**src/rtl/pkg_cachorro.sv**
```systemverilog
// Shared types and constants for the pet-device movement path.
package pkg_cachorro;

  localparam int unsigned DEF_T_SHORT = 2;
  localparam int unsigned DEF_T_MED   = 4;
  localparam int unsigned DEF_T_LONG  = 8;
  localparam int unsigned DEF_CNT_W   = 4;
  localparam int unsigned DUR_W       = 2;

  typedef enum logic [1:0] {
    IDLE  = 2'd0,
    RUN   = 2'd1,
    DONE  = 2'd2,
    ERROR = 2'd3
  } state_t;

  localparam logic [DUR_W-1:0] DUR_NONE = 2'b00;
  localparam logic [DUR_W-1:0] DUR_2S   = 2'b01;
  localparam logic [DUR_W-1:0] DUR_4S   = 2'b10;
  localparam logic [DUR_W-1:0] DUR_8S   = 2'b11;

endpackage

```
**src/rtl/rise_detect.sv**
```systemverilog
// Registered rising-edge detector; a held level produces a single pulse.
module rise_detect (
  input  logic clk,
  input  logic rst_n,
  input  logic d,
  output logic rise_c
);

  logic d_q;

  always_ff @(posedge clk or negedge rst_n) begin
    if (!rst_n) d_q <= 1'b0;
    else        d_q <= d;
  end

  assign rise_c = d & ~d_q;

endmodule

```
**src/rtl/movement_sequencer.sv**
```systemverilog
// Runs one timed motor cycle from the duration switches and the 1 Hz tick,
// and flags invalid switch selections.
module movement_sequencer
  import pkg_cachorro::*;
#(
  parameter int unsigned T_SHORT = DEF_T_SHORT,
  parameter int unsigned T_MED   = DEF_T_MED,
  parameter int unsigned T_LONG  = DEF_T_LONG,
  parameter int unsigned CNT_W   = DEF_CNT_W
) (
  input  logic             clk,
  input  logic             rst_n,
  input  logic             tick_1s,
  input  logic             sel_2s,
  input  logic             sel_4s,
  input  logic             sel_8s,
  input  logic             ld,
  input  logic             start,
  input  logic             abort,
  output logic             motor_en,
  output logic             busy,
  output logic             done,
  output logic             err,
  output logic [CNT_W-1:0] remaining,
  output logic [1:0]       dur_code
);

  state_t           state, state_n;
  logic             start_rise_c;
  logic             sel_ok_c;
  logic             count_c;
  logic [CNT_W-1:0] load_cnt_c;
  logic [1:0]       load_dur_c;

  rise_detect u_start_rise (
    .clk    (clk),
    .rst_n  (rst_n),
    .d      (start),
    .rise_c (start_rise_c)
  );

  // Exactly one switch selects a duration; anything else is invalid.
  always_comb begin
    sel_ok_c   = 1'b1;
    load_cnt_c = '0;
    load_dur_c = DUR_NONE;
    case ({sel_8s, sel_4s, sel_2s})
      3'b001: begin load_cnt_c = CNT_W'(T_SHORT); load_dur_c = DUR_2S; end
      3'b010: begin load_cnt_c = CNT_W'(T_MED);   load_dur_c = DUR_4S; end
      3'b100: begin load_cnt_c = CNT_W'(T_LONG);  load_dur_c = DUR_8S; end
      default: sel_ok_c = 1'b0;
    endcase
  end

  assign count_c = tick_1s & ld & (remaining != '0);

  // State register plus the seconds counter and latched duration.
  always_ff @(posedge clk or negedge rst_n) begin
    if (!rst_n) begin
      state     <= IDLE;
      remaining <= '0;
      dur_code  <= DUR_NONE;
    end else begin
      state <= state_n;
      case (state)
        IDLE: begin
          if (state_n == RUN) begin
            remaining <= load_cnt_c;
            dur_code  <= load_dur_c;
          end
        end
        RUN: begin
          if (abort) begin
            remaining <= '0;
            dur_code  <= DUR_NONE;
          end else if (count_c) begin
            remaining <= remaining - CNT_W'(1);
          end
        end
        default: remaining <= '0;
      endcase
    end
  end

  // Next-state logic; abort outranks both start and a final tick.
  always_comb begin
    state_n = state;
    case (state)
      IDLE: begin
        if (!abort && start_rise_c) state_n = sel_ok_c ? RUN : ERROR;
      end
      RUN: begin
        if (abort)                                        state_n = IDLE;
        else if (count_c && (remaining == CNT_W'(1)))     state_n = DONE;
      end
      DONE:    state_n = IDLE;
      ERROR: begin
        if (sel_ok_c || abort) state_n = IDLE;
      end
      default: state_n = IDLE;
    endcase
  end

  // Outputs decoded from the state register; motor follows ld with no delay.
  always_comb begin
    busy     = 1'b0;
    done     = 1'b0;
    err      = 1'b0;
    motor_en = 1'b0;
    case (state)
      RUN: begin
        busy     = 1'b1;
        motor_en = ld;
      end
      DONE:    done = 1'b1;
      ERROR:   err  = 1'b1;
      default: ;
    endcase
  end

endmodule

```
**config.mk**
```make
export PLATFORM = sky130hd
export DESIGN_NAME = movement_sequencer
export DESIGN_NICKNAME = d
export VERILOG_FILES = /design/src/rtl/pkg_cachorro.sv /design/src/rtl/rise_detect.sv /design/src/rtl/movement_sequencer.sv
export SDC_FILE = /design/constraint.sdc
export NUM_CORES = 1
export LEC_CHECK = 0
export ABC_CLOCK_PERIOD_IN_PS = 4650
export CAP_MARGIN = 20
export CORE_ASPECT_RATIO = 1.1
export CORE_MARGIN = 1.5
export CORE_UTILIZATION = 35
export CTS_CLUSTER_DIAMETER = 40
export DETAILED_ROUTE_END_ITERATION = 6
export SLEW_MARGIN = 20
export SYNTH_ARGS = -nofsm -noshare
export SYNTH_HDL_FRONTEND = slang
export SYNTH_HIERARCHICAL = 1
export SYNTH_SLANG_ARGS = --single-unit
```
**constraint.sdc**
```tcl
create_clock -name clk -period 4.65 [get_ports clk]
set_input_delay 0.465 -clock clk [delete_from_list [all_inputs] [get_ports clk]]
set_output_delay 0.465 -clock clk [all_outputs]
set_load 0.01 [all_outputs]
```
==> flow_summary.yaml, run 1 <==
run_status:
  status: "completed"
setup_path:
  critPathRequiredTime_ps: 4180
  rr_startpoint: "remaining[0]"
  cp-startpoint: "ld"
  cpMaxStageDelayCell: "clkdlybuf4s50_1"
  crit_chain: "clkdlybuf4s50_1 > and2_1 > clkdlybuf4s50_1"
  worstSetupPathType: "primary input to primary output"
  slowest_delay_ps: 600
  cp.arrival_ps: 1750
  r2r_setup_slack_ps: 2850
  start_kind: "primary input"
  critPathCapture: "motor_en"
  cp_common_cell: "clkdlybuf4s50_1"
  path_max_fanout: 7
  reg2reg_depth: 6
  cp-end-kind: "primary output"
  reg2reg_to: "remaining[2]"
detailed_routing:
  wl_per_cell_um: 13.2
  viasPerCell: 5.39
  drc: 0
  vias: 652
  antenna_left: 0
  dr.first_iter.drc_count: 9
  drt-pass1-iter-count: 4
  wirelength_um: 1600
cells_and_area:
  fin_nets: 106
  area_delta_synth_final_pct: 28.4
  drive_above_1_share_pct: 11.8
  diodes: 0
synth:
  async_reset_ff_share_pct: 100
  synth_ff_type: "dfrtp_1"
  synthCells: 76
  synthTopCellsByArea: "dfrtp_1 31%, ha_1 5.2%, nor4b_1 3.6%"
  yosys_warnings: 6
  syn_area_um2: 723
  yosysSeqAreaShare_pct: 31.1
  synth_common_cells: "9 x dfrtp_1, 5 x o21ai_0"
  synth_top_area_share_pct: 31.1
  synthesis.nets: 88
  synth_area_leader_cell: "dfrtp_1"
  synth_edf_count: 0
  ys_types: 42
  avgSynthCellArea_um2: 9.52
  yosys.cell_count.top_type: "dfrtp_1"
  yosys_register_bits: 9
sta:
  drv_slew: 0
  finalSetupTns_ps: 0
  rsz0062_at_grt: "false"
  setup_ws_ps: 2440
  worstMarginPinSlew_ps: 443
  setup_viol: 0
  fin_crit_ps: 2210
  fin_crit_sh_pct: 47.6
  slew_headroom_pct: 70.4
  hold_viol: 0
  skew_ps: 2.13
  fmax_mhz: 451
clock_tree:
  cts_hold_buf: 0
  cts_max_level: 1
  clk_pin_slew_ps: 60
  clk_latency_ps: 260
  clkSinkCount: 9
  cts_buffers: 3
  clockRootBuffer: "clkbuf_4"
  clockBufferDepth: 2
  cts_tree: "yes"
  ctsResizeCount: 0
  cts_setup_buffers: 0
power_and_ir_drop:
  power.leakage_nw: 0.365
  power_density_mw_per_mm2: 293
  ir_drop_uv: 153
global_routing:
  gr-total-overflow: 0
  grt_use_total_pct: 16.5
  grt_pass1_wl_um: 2760
  grt_pass1_vias: 636
  grt_max_degree: 12
  antenna_found_initial: 0
flow_run:
  drv_cap: 0
placement:
  dp_hpwl_um: 1190
  numPortBuffers: 18
  preCtsSetupSlack_ps: 2430
  gp_congestion: 0.772
die:
  die_area_mm2: 0.00235
  die_w_um: 46.3
  rows: 17
  initial_utilization_pct: 36.6
  design.core.area_mm2: 0.00198
  io_pins: 19
  die_h_um: 50.7
hold_path:
  hold_class: "primary input to asynchronous set/reset pin"
[sequential cells by signal (all words and copies together), names as in the netlist]
register          count
u_start_rise/d_q      1
remaining             4
state                 2
dur_code              2
[layout by cell type, fill, tap and decap left out, types with 2 or more instances in the layout]
cell	n
a41oi_1	2
and2_1	2
clkbuf_4	3
clkdlybuf4s50_1	18
dfrtp_1	9
ha_1	3
inv_1	3
nand4_1	2
nor2_1	3
nor2b_1	3
nor3_1	3
nor3b_2	2
nor4b_1	3
o21ai_0	5
o21ai_1	3
or3_1	2
xnor2_1	2
[through the flow]
stage / util [%] / hold slack (ps) / area (um^2) / std cells / power (mW)
2_1_floorplan: - / 169 / 723 / 76 / 0.167
3_3_place_gp: 45.6 / 492 / 902 / 117 / 0.211
3_5_place_dp: 45.6 / 504 / 902 / 117 / 0.212
4_1_cts: 46.9 / 523 / 928 / 121 / 0.277
5_1_grt: 46.9 / 541 / 928 / 121 / 0.294
6_report: 46.9 / 511 / 928 / 121 / 0.272
[final cells by class]
cell class	count	area [um^2]
Tap cell	28	35.0
Fill cell	209	1050
Sequential cell	9	225
Inverter	3	11.3
Clock buffer	4	26.3
Multi-Input combinational cell	59	450
Timing Repair Buffer	18	180
[worst min-delay path by stage]
stage                      startpoint           to  cells after the start
after global placement    dur_code[0]  dur_code[0]                      2
final                           rst_n     state[1]                      1
after global routing            rst_n  dur_code[0]                      1
after detailed placement  dur_code[1]  dur_code[1]                      2
after floorplan                 rst_n  dur_code[0]                      0
after CTS                       rst_n  dur_code[0]                      1
[kinds of logic (layout without fill, tap and decap cells)]
family	count (synthesis)	in the layout	share of synthesized area [%]
simple gates	31	31	30.6
compound gates	21	21	21.5
flops	9	9	31.1
buf+inv	8	25	6.57
fa+ha+maj	3	3	5.19
xor+xnor	3	3	3.63
mux	1	1	1.38
[report_power, final]
group	leakage [nW]	switching, mW	internal (mW)
combinational	0.233	0.0472	0.0554
clock	0.0150	0.0288	0.0332
sequential	0.117	0.0174	0.0903
total	0.365	0.0934	0.179
[metal layers]
layer  up-vias  share of wire, %  GRT usage [%]  routed length [um]
met2        23                46           24.1                 733
met3         4               5.3           4.32                  84
met4         0               1.8           8.57                  28
li1        321                 -              -                   -
met5         -                 0              0                   0
met1       304                47           21.8                 750
[critical path: cells and delay by family]
| family | cells | cell delay [ps] |
|---|---|---|
| and+or+nand+nor | 1 | 160 |
| buffers and inverters | 2 | 1130 |
Note: power is estimated with default switching activity, not from simulation.
==> run 2, diff against run 1 <==
--- a/config.mk
+++ b/config.mk
@@ -5,7 +5,7 @@
 export SDC_FILE = /design/constraint.sdc
 export NUM_CORES = 1
 export LEC_CHECK = 0
-export ABC_CLOCK_PERIOD_IN_PS = 4650
+export ABC_CLOCK_PERIOD_IN_PS = 2200
 export CAP_MARGIN = 20
 export CORE_ASPECT_RATIO = 1.1
 export CORE_MARGIN = 1.5
==> constraint.sdc (replaced) <==
create_clock -name clk -period 2.2 [get_ports clk]
set_input_delay 0.22 -clock clk [delete_from_list [all_inputs] [get_ports clk]]
set_output_delay 0.22 -clock clk [all_outputs]
set_load 0.01 [all_outputs]
==> flow_summary.yaml, run 2 (synthesized netlist as in run 1, its figures left out) <==
power_and_ir_drop:
  power_density_mw_per_mm2: 622
  ir_drop_uv: 411
  power.leakage_nw: 0.365
clock_tree:
  cts_max_level: 1
  ctsResizeCount: 0
  clockBufferDepth: 2
  clk_pin_slew_ps: 70
  clockRootBuffer: "clkbuf_4"
  clk_latency_ps: 250
  cts_setup_buffers: 0
  cts_buffers: 3
  clkSinkCount: 9
  cts_hold_buf: 0
  cts_tree: "yes"
detailed_routing:
  drc: 0
  vias: 672
  wirelength_um: 1630
  dr.first_iter.drc_count: 15
  viasPerCell: 5.55
  wl_per_cell_um: 13.5
  antenna_left: 0
  drt-pass1-iter-count: 4
placement:
  numPortBuffers: 18
  preCtsSetupSlack_ps: 211
  dp_hpwl_um: 1230
  gp_congestion: 0.786
cells_and_area:
  multi_input_area_um2: 450
  final_cell_mix: "18 x clkdlybuf4s50_1, 9 x dfrtp_1, 5 x o21ai_0"
  final_common_cell: "clkdlybuf4s50_1"
  fillers: 195
  drive_above_1_share_pct: 11.8
  largest_register_ffs: 4
  diodes: 0
  seq_area_um2: 225
  fin_nets: 106
  top_register: "remaining"
  reg.largest.list: "remaining x4, dur_code x2, state x2"
  area_delta_synth_final_pct: 28.4
setup_path:
  worstSetupPathType: "register to primary output"
  cp-end-kind: "primary output"
  path_max_fanout: 11
  cp.arrival_ps: 1650
  start_kind: "register"
  critPathRequiredTime_ps: 1980
die:
  io_pins: 19
  design.core.area_mm2: 0.00198
  die_w_um: 46.3
  initial_utilization_pct: 36.6
  die_h_um: 50.7
  rows: 17
  die_area_mm2: 0.00235
sta:
  setup_viol: 0
  rsz0062_at_grt: "false"
  worstMarginPinSlew_ps: 471
  setup_ws_ps: 333
  slew_headroom_pct: 68.5
  fin_crit_sh_pct: 84.9
  fmax_mhz: 536
  drv_slew: 0
  hold_viol: 0
  holdWs_ps: 285
  skew_ps: 3.44
  finalSetupTns_ps: 0
  fin_crit_ps: 1870
run_status:
  status: "completed"
global_routing:
  grt_max_degree: 12
  grt_pass1_wl_um: 2930
  grt_pass1_vias: 677
  gr-total-overflow: 0
  antenna_found_initial: 0
  grt_use_total_pct: 17.0
flow_run:
  drv_cap: 0
hold_path:
  hold_class: "primary input to asynchronous set/reset pin"
-- run 2: cell counts in the layout (fill, tap and decap cells not counted) --
Identical to the previous run, type by type.
-- run 2: critical path, cell delays in order, from the launching register on --
cell	delay [ps]
dfrtp_1	560
and2b_1	190
and2_1	120
clkdlybuf4s50_1	520
-- run 2: path summary, 6_finish.rpt --
kind	cells after the start	slack (ps)	end	start
worst min-delay path	1	290	dur_code[0]	rst_n
max in group asynchronous	1	1590	state[0]	rst_n
worst max register to register	6	360	remaining[2]	remaining[0]
worst min register to register	2	520	dur_code[0]	dur_code[0]
worst max-delay path	3	330	motor_en	state[0]
min in group clk	1	450	u_start_rise/d_q	start
-- run 2: layout make-up --
type / count / share of cell area (%)
sequential: 9 / 24.3
multi-input combinational: 59 / 48.5
timing repair buffer: 18 / 19.4
inverter: 3 / 1.21
tap: 28 / 3.77
clock buffer: 4 / 2.83
-- run 2: report_power, final --
| part | leakage (nW) | switching (mW) | internal [mW] |
|---|---|---|---|
| Clock | 0.0150 | 0.0592 | 0.0699 |
| Combinational | 0.233 | 0.104 | 0.117 |
| Sequential | 0.117 | 0.0363 | 0.191 |
-- run 2: routing by layer --
layer / global-route usage, % / wire length, um / vias to the layer above
met5: 0 / 0 / -
met4: 6.67 / 13 / 0
met3: 3.96 / 89 / 2
met2: 25.9 / 786 / 26
met1: 22.7 / 744 / 325
li1: - / - / 319
-- run 2: per-stage QoR --
stage	instance area [um^2]	util, %	cells	power, mW
floorplan	723	-	76	0.352
global placement	902	45.6	117	0.447
detailed placement	902	45.6	117	0.447
CTS	928	46.9	121	0.578
global route	928	46.9	121	0.626
finish	928	46.9	121	0.578
==> run 3, diff against run 2 <==
--- a/config.mk
+++ b/config.mk
@@ -5,7 +5,7 @@
 export SDC_FILE = /design/constraint.sdc
 export NUM_CORES = 1
 export LEC_CHECK = 0
-export ABC_CLOCK_PERIOD_IN_PS = 2200
+export ABC_CLOCK_PERIOD_IN_PS = 1800
 export CAP_MARGIN = 20
 export CORE_ASPECT_RATIO = 1.1
 export CORE_MARGIN = 1.5
==> constraint.sdc (replaced) <==
create_clock -name clk -period 1.8 [get_ports clk]
set_input_delay 0.18 -clock clk [delete_from_list [all_inputs] [get_ports clk]]
set_output_delay 0.18 -clock clk [all_outputs]
set_load 0.01 [all_outputs]
==> flow_summary.yaml, run 3 (synthesized netlist as in run 1, its figures left out) <==
setup_path:
  cpMaxStageDelayCell: "or3b_4"
  worst-path-buf-inv: 1
  start_kind: "register"
  r2r_setup_slack_ps: 60
  path_max_fanout: 4
  slowest_delay_ps: 430
  cp.depth: 6
  cp-end-kind: "register"
  reg2reg_depth: 6
  worstSetupPathType: "register to register"
  cp-startpoint: "remaining[0]"
  cp.arrival_ps: 1890
  rr_startpoint: "remaining[0]"
  crit_chain: "inv_2 > ha_1 > or3b_4 > a31oi_4 > nor2_1 > o22a_1"
  critPathCapture: "remaining[2]"
  critPathRequiredTime_ps: 1950
  cpLargestDelayFamily: "simple AND/OR/NAND/NOR gates"
  reg2reg_to: "remaining[2]"
placement:
  numPortBuffers: 18
  gp_congestion: 0.787
  dp.cells: 128
  dp_hpwl_um: 1400
  preCtsSetupSlack_ps: -69.0
cells_and_area:
  area_delta_synth_final_pct: 43.1
  final_cell_mix: "17 x clkdlybuf4s50_1, 12 x buf_4, 7 x dfrtp_1"
  top_register: "remaining"
  fin_nets: 118
  largest_register_ffs: 4
  fin_util_pct: 52.3
  instances_no_fill: 133
  reg.largest.list: "remaining x4, dur_code x2, state x2"
  drive_above_1_share_pct: 25.7
  diodes: 0
  final_common_cell: "clkdlybuf4s50_1"
die:
  die_h_um: 50.7
  io_pins: 19
  rows: 17
  initial_utilization_pct: 36.6
  die_area_mm2: 0.00235
  design.core.area_mm2: 0.00198
  die_w_um: 46.3
flow_run:
  drv_cap: 0
sta:
  slew_headroom_pct: 67.1
  drv_slew: 0
  worstMarginPinSlew_ps: 492
  fmax_mhz: 575
  hold_viol: 0
  setup_ws_ps: 60.8
  skew_ps: 1.84
  fin_crit_ps: 1740
  setup_viol: 0
  finalSetupTns_ps: 0
  fin_crit_sh_pct: 96.6
run_status:
  status: "completed"
power_and_ir_drop:
  ir_drop_uv: 497
  power_density_mw_per_mm2: 747
  power.leakage_nw: 0.438
clock_tree:
  clk_latency_ps: 260
  clockRootBuffer: "clkbuf_4"
  clk_pin_slew_ps: 70
  cts_max_level: 1
  cts_hold_buf: 0
  cts_buffers: 3
  clkSinkCount: 9
  clockBufferDepth: 2
  cts_tree: "yes"
global_routing:
  antenna_found_initial: 0
  grt_pass1_vias: 713
  grt_max_degree: 12
  grt_pass1_wl_um: 3170
  gr-total-overflow: 0
  grt_use_total_pct: 18.4
hold_path:
  hold_class: "primary input to asynchronous set/reset pin"
detailed_routing:
  wl_per_cell_um: 14.2
  viasPerCell: 5.47
  dr.first_iter.drc_count: 24
  antenna_left: 0
  vias: 727
  drt-pass1-iter-count: 4
  drc: 0
  wirelength_um: 1890
## run 3: cell types whose count changed in the layout (fill, tap and decap cells not counted), sizes merged
| cell | change |
|---|---|
| buf | +12 |
| clkdlybuf4s50 | -1 |
| dlymetal6s2s | +1 |
## run 3: worst reg2reg max path, cell delays in order, from the launching register on
cell and delay (ps):
dfrtp_1 400, inv_2 80, ha_1 170, or3b_4 430, a31oi_4 220, nor2_1 110, o22a_1 220
## run 3: cell type report
class	instances	area (um^2)
clock buffers	4	26.3
fillers	205	943
inverters	3	11.3
multi-input cells	59	462
flip-flops and latches	9	228
well taps	28	35.0
repair buffers	30	273
## run 3: where the power goes
part           switching [mW]  internal, mW
registers              0.0349         0.234
clock network          0.0797        0.0855
logic                   0.154         0.185
## run 3: routing by layer
layer	GRT usage (%)	vias up	share of wire (%)
li1	-	344	-
met1	24.4	348	43
met2	27.8	33	49
met3	5.04	2	6.5
met4	6.67	0	0.95
met5	0	-	0
## run 3: worst min-delay path by stage
stage / from / end / slack, ps
2_1_floorplan: rst_n / dur_code[0] / -120
3_3_place_gp: dur_code[0] / dur_code[0] / 490
3_5_place_dp: dur_code[0] / dur_code[0] / 500
4_1_cts: rst_n / dur_code[0] / 250
5_1_grt: rst_n / dur_code[0] / 270
6_report: rst_n / u_start_rise/d_q / 250
## run 3: through the flow
step	hold slack, ps	instance area (um^2)	total power [mW]
6_report	248	1030	0.773
5_1_grt	273	1030	0.830
4_1_cts	252	1010	0.756
3_5_place_dp	501	985	0.589
3_3_place_gp	493	985	0.584
2_1_floorplan	-116	723	0.430
## run 3: what timing repair did
action / CTS / global route
endpoints found under the setup margin: 1 / 3
resized for setup: 2 / 4
endpoints found under the hold margin: 0 / 0
gates cloned: 0 / 0
buffers inserted: 0 / 1
==> variant 1: new RTL, settings of run 2 <==
The 4 states of `state_t` get a one-hot encoding in 4 bits.
--- a/src/rtl/pkg_cachorro.sv
+++ b/src/rtl/pkg_cachorro.sv
@@ -7,11 +7,11 @@
   localparam int unsigned DEF_CNT_W   = 4;
   localparam int unsigned DUR_W       = 2;
 
-  typedef enum logic [1:0] {
-    IDLE  = 2'd0,
-    RUN   = 2'd1,
-    DONE  = 2'd2,
-    ERROR = 2'd3
+  typedef enum logic [3:0] {
+    IDLE  = 4'b0001,
+    RUN   = 4'b0010,
+    DONE  = 4'b0100,
+    ERROR = 4'b1000
   } state_t;
 
   localparam logic [DUR_W-1:0] DUR_NONE = 2'b00;
Check against the original RTL: no difference found for any inputs over 10 cycles, from zero or initial values and one cycle with rst_n low; not proved beyond that.
==> variant 1 against run 2 <==
  * Cell area increased by 6.7%
  * Area after synthesis increased by 1.2%
  * Synthesized cell count decreased by 7.9%
  * Wire length increased by 1.0%
  * Total power increased by 6.4%
  * Sequential cell count increased by 2
  * First-iteration DRC count decreased by 80%
  * Setup slack got worse by 0.15 ns
  * Worst hold slack improved by 0.0018 ns
==> variant 1: results (changes against run 2) <==
placed_cells: 118  # was 117
status: "complete, no violations"  # unchanged
insertion_delay_ns: 0.27  # was 0.25 ns
ff2ff_path_depth: 3  # was 6
r2r_end: "remaining[1]"  # was remaining[2]
ir_worst_vdd_mv: 0.3903  # was 0.4109 mV
cts_tree: "done"  # unchanged
grtUsageMet3_pct: 5.654  # was 3.957%
die_w_um: 46.60  # was 46.34 um
slew_headroom_pct: 65.59  # was 68.52%
cp_top_family: "buffers and inverters"  # was flip-flops
wl_met2_um: 807  # was 786 um
finalWirelength_um: 1650  # was 1633 um
hpwl_um: 1277  # was 1235 um
fin_nets: 107  # was 106
gp_congestion: 0.7529  # was 0.7864
drive_gt1_share_pct: 19.15  # was 11.83%
ys_seq_area_share_pct: 37.78  # was 31.14%
yosys.cell_types.count: 35  # was 42
holdWs_ns: 0.2872  # was 0.2855 ns
fin_skew_ns: 0.0005489  # was 0.003444 ns
synthAdderAreaFrac_pct: 5.128  # was 5.190%
met1_length_um: 748  # was 744 um
grt_util_all_layers_pct: 16.01  # was 17.03%
critPathMaxFanout: 6  # was 11
yosys-mux-area-fraction_pct: 5.470  # was 1.384%
grt_pass1_wl_um: 2725  # was 2932 um
reg.largest.list: "remaining x4, state x4, dur_code x2"  # was remaining x4, dur_code x2, state x2
post-route-min-period_ns: 2.015  # was 1.867 ns
synth_compound_area_share_pct: 17.78  # was 21.45%
diodes: 0  # unchanged
grt_pass1_vias: 621  # was 677
internal_power_uw: 421.7  # was 377.9 uW
grtUsageMet1_pct: 20.31  # was 22.69%
drtPass1Iterations: 3  # was 4
cp-endpoint: "err"  # was motor_en
leakage_uw: 0.0003983  # was 0.0003647 uW
cts_root_buf: "clkbuf_4"  # unchanged
dr_wl_met3_um: 83  # was 89 um
pwr-share-seq_pct: 42.3  # was 39.3%
synth_nets: 82  # was 88
cp_slowest_cell: "clkdlybuf4s50_1"  # was dfrtp_1
syn_inst: 70  # was 76
critical_path.max_stage_delay_ns: 0.62  # was 0.56 ns
drt_iter0_markers: 3  # was 15
synth.area.top_cells: "dfrtp_1 34%, nor4b_1 6.0%, ha_1 5.1%"  # was dfrtp_1 31%, ha_1 5.2%, nor4b_1 3.6%
nFillCells: 202  # was 195
## variant 1: cell count changes in the layout (fill, tap and decap cells not counted), moves of 3 or more
| cell | run 2 | this run |
|---|---|---|
| buf_4 | 0 | 4 |
| nand2_1 | 1 | 4 |
| nor2_1 | 3 | 6 |
| nor2b_1 | 3 | 0 |
| o21ai_1 | 3 | 0 |
## variant 1: how the worst min path moves through the flow
stage / startpoint / end / cells after the start
after floorplan: rst_n / dur_code[0] / 0
after global placement: dur_code[0] / dur_code[0] / 1
after detailed placement: dur_code[0] / dur_code[0] / 1
after CTS: rst_n / u_start_rise/d_q / 1
after global routing: rst_n / remaining[2] / 1
final: rst_n / u_start_rise/d_q / 1
## variant 1: power groups by stage
stage	sequential [uW]	combinational, uW	clock, uW
after floorplan	268	114	0
after global placement	264	215	0
after detailed placement	263	214	0
after CTS	261	215	148
after global routing	264	235	158
final	260	213	141
## variant 1: logic make-up after synthesis
| family | after synthesis |
|---|---|
| AO/OA/AOI/OAI | 15 |
| XOR/XNOR | 2 |
| adder cells (fa/ha/maj) | 3 |
| buffers and inverters | 6 |
| flip-flops | 11 |
| multiplexers | 3 |
| AND/OR/NAND/NOR | 30 |
## variant 1: layout make-up
| class | instances | area [sq um] | area share, % |
|---|---|---|---|
| clock buffers | 4 | 26.28 | 2.652 |
| inverters | 4 | 15.01 | 1.515 |
| multi-input cells | 53 | 427.9 | 43.18 |
| flip-flops and latches | 11 | 276.5 | 27.90 |
| well taps | 28 | 35.03 | 3.535 |
| repair buffers | 22 | 210.2 | 21.21 |
==> variant 2: new RTL, settings of run 2 <==
Made on the original files. Set the package constant `DEF_CNT_W` to 3 (it was 4).
--- a/src/rtl/pkg_cachorro.sv
+++ b/src/rtl/pkg_cachorro.sv
@@ -4,7 +4,7 @@
   localparam int unsigned DEF_T_SHORT = 2;
   localparam int unsigned DEF_T_MED   = 4;
   localparam int unsigned DEF_T_LONG  = 8;
-  localparam int unsigned DEF_CNT_W   = 4;
+  localparam int unsigned DEF_CNT_W   = 3;
   localparam int unsigned DUR_W       = 2;
 
   typedef enum logic [1:0] {
Interface: changed (resized remaining); port bits go from 19 to 18. No check against the original RTL was run, so the function may have changed too.
==> variant 2 against run 2 <==
  * Wire length decreased by 15%
  * Cell area decreased by 9.3%
  * Sequential cell count decreased by 1
  * Total power increased by 23%
  * Area after synthesis decreased by 14%
  * Die area decreased by 13%
  * Setup slack got worse by 0.0086 ns
  * Core utilization increased by 5.2 points
  * First-iteration DRC count decreased by 47%
  * Cell count decreased by 17%
  * Worst hold slack got worse by 0.035 ns
  * Critical path type unchanged
  * Critical endpoint unchanged
  * Largest power group is now combinational logic
==> variant 2: results (changes against run 2) <==
status: "complete, no violations"  # unchanged
cp_slowest_cell: "clkdlybuf4s50_1"  # was dfrtp_1
synthTopCellsByCount: "8 x dfrtp_1, 5 x nor2_1, 4 x inv_1, 4 x xnor2_1"  # was 9 x dfrtp_1, 5 x o21ai_0
multi_input_cells: 48  # was 59
placed_area_sq_um: 819.5  # was 902.1 sq um
clk_share_pct: 2.675  # was 2.830%
grt_max_degree: 11  # was 12
multi_input_area_sq_um: 390.4  # was 450.4 sq um
io_buffers: 17  # was 18
slew_headroom_pct: 72.95  # was 68.52%
placed_cells: 97  # was 117
synthXorXnorAreaFrac_pct: 5.657  # was 3.633%
ys_ff_latch: 8  # was 9
reg.largest.list: "remaining x3, dur_code x2, state x2"  # was remaining x4, dur_code x2, state x2
drt-vias-per-instance: 5.440  # was 5.554
drtPass1Iterations: 2  # was 4
synthAdderAreaFrac_pct: 6.061  # was 5.190%
buffer_area_share_pct: 22.88  # was 19.41%
routedWlPerCell_um: 13.81  # was 13.50 um
syn_avg_cell_area_sq_um: 9.831  # was 9.516 sq um
grt_util_all_layers_pct: 15.15  # was 17.03%
leakage_uw: 0.0003319  # was 0.0003647 uW
grt_pass1_wl_um: 2125  # was 2932 um
fin_cells: 100  # was 121
hpwl_um: 1070  # was 1235 um
==> variant 2: per-layer routing <==
layer  part of all wire (%)  track usage (%)  vias to the layer above  wire length, um
li1                       -                -                      275                -
met1                     49            17.06                      251              672
met2                     44            25.37                       14              611
met3                    5.3            3.846                        4               73
met4                    1.7            10.91                        0               23
met5                      0                0                        -                0
==> variant 2: path summary, 6_finish.rpt <==
check,end,slack (ns),depth (start not counted)
max,motor_en,0.32,3
min,u_start_rise/d_q,0.25,1
max reg2reg,remaining[2],0.44,5
min reg2reg,dur_code[1],0.52,1
max in group asynchronous,dur_code[0],1.66,1
min in group clk,u_start_rise/d_q,0.44,1
==> variant 2: power breakdown <==
part           switching, uW  internal, uW  leakage (uW)
Sequential              49.5           194     0.0000981
Clock                   55.1          62.8     0.0000138
Combinational            150           200      0.000220
Total                    255           457      0.000332
==> variant 2: critical path, delay by kind of cell, from the launching register on <==
kind	cells	cell delay, ns
flops	1	0.48
simple gates	1	0.18
buf+inv	2	0.73
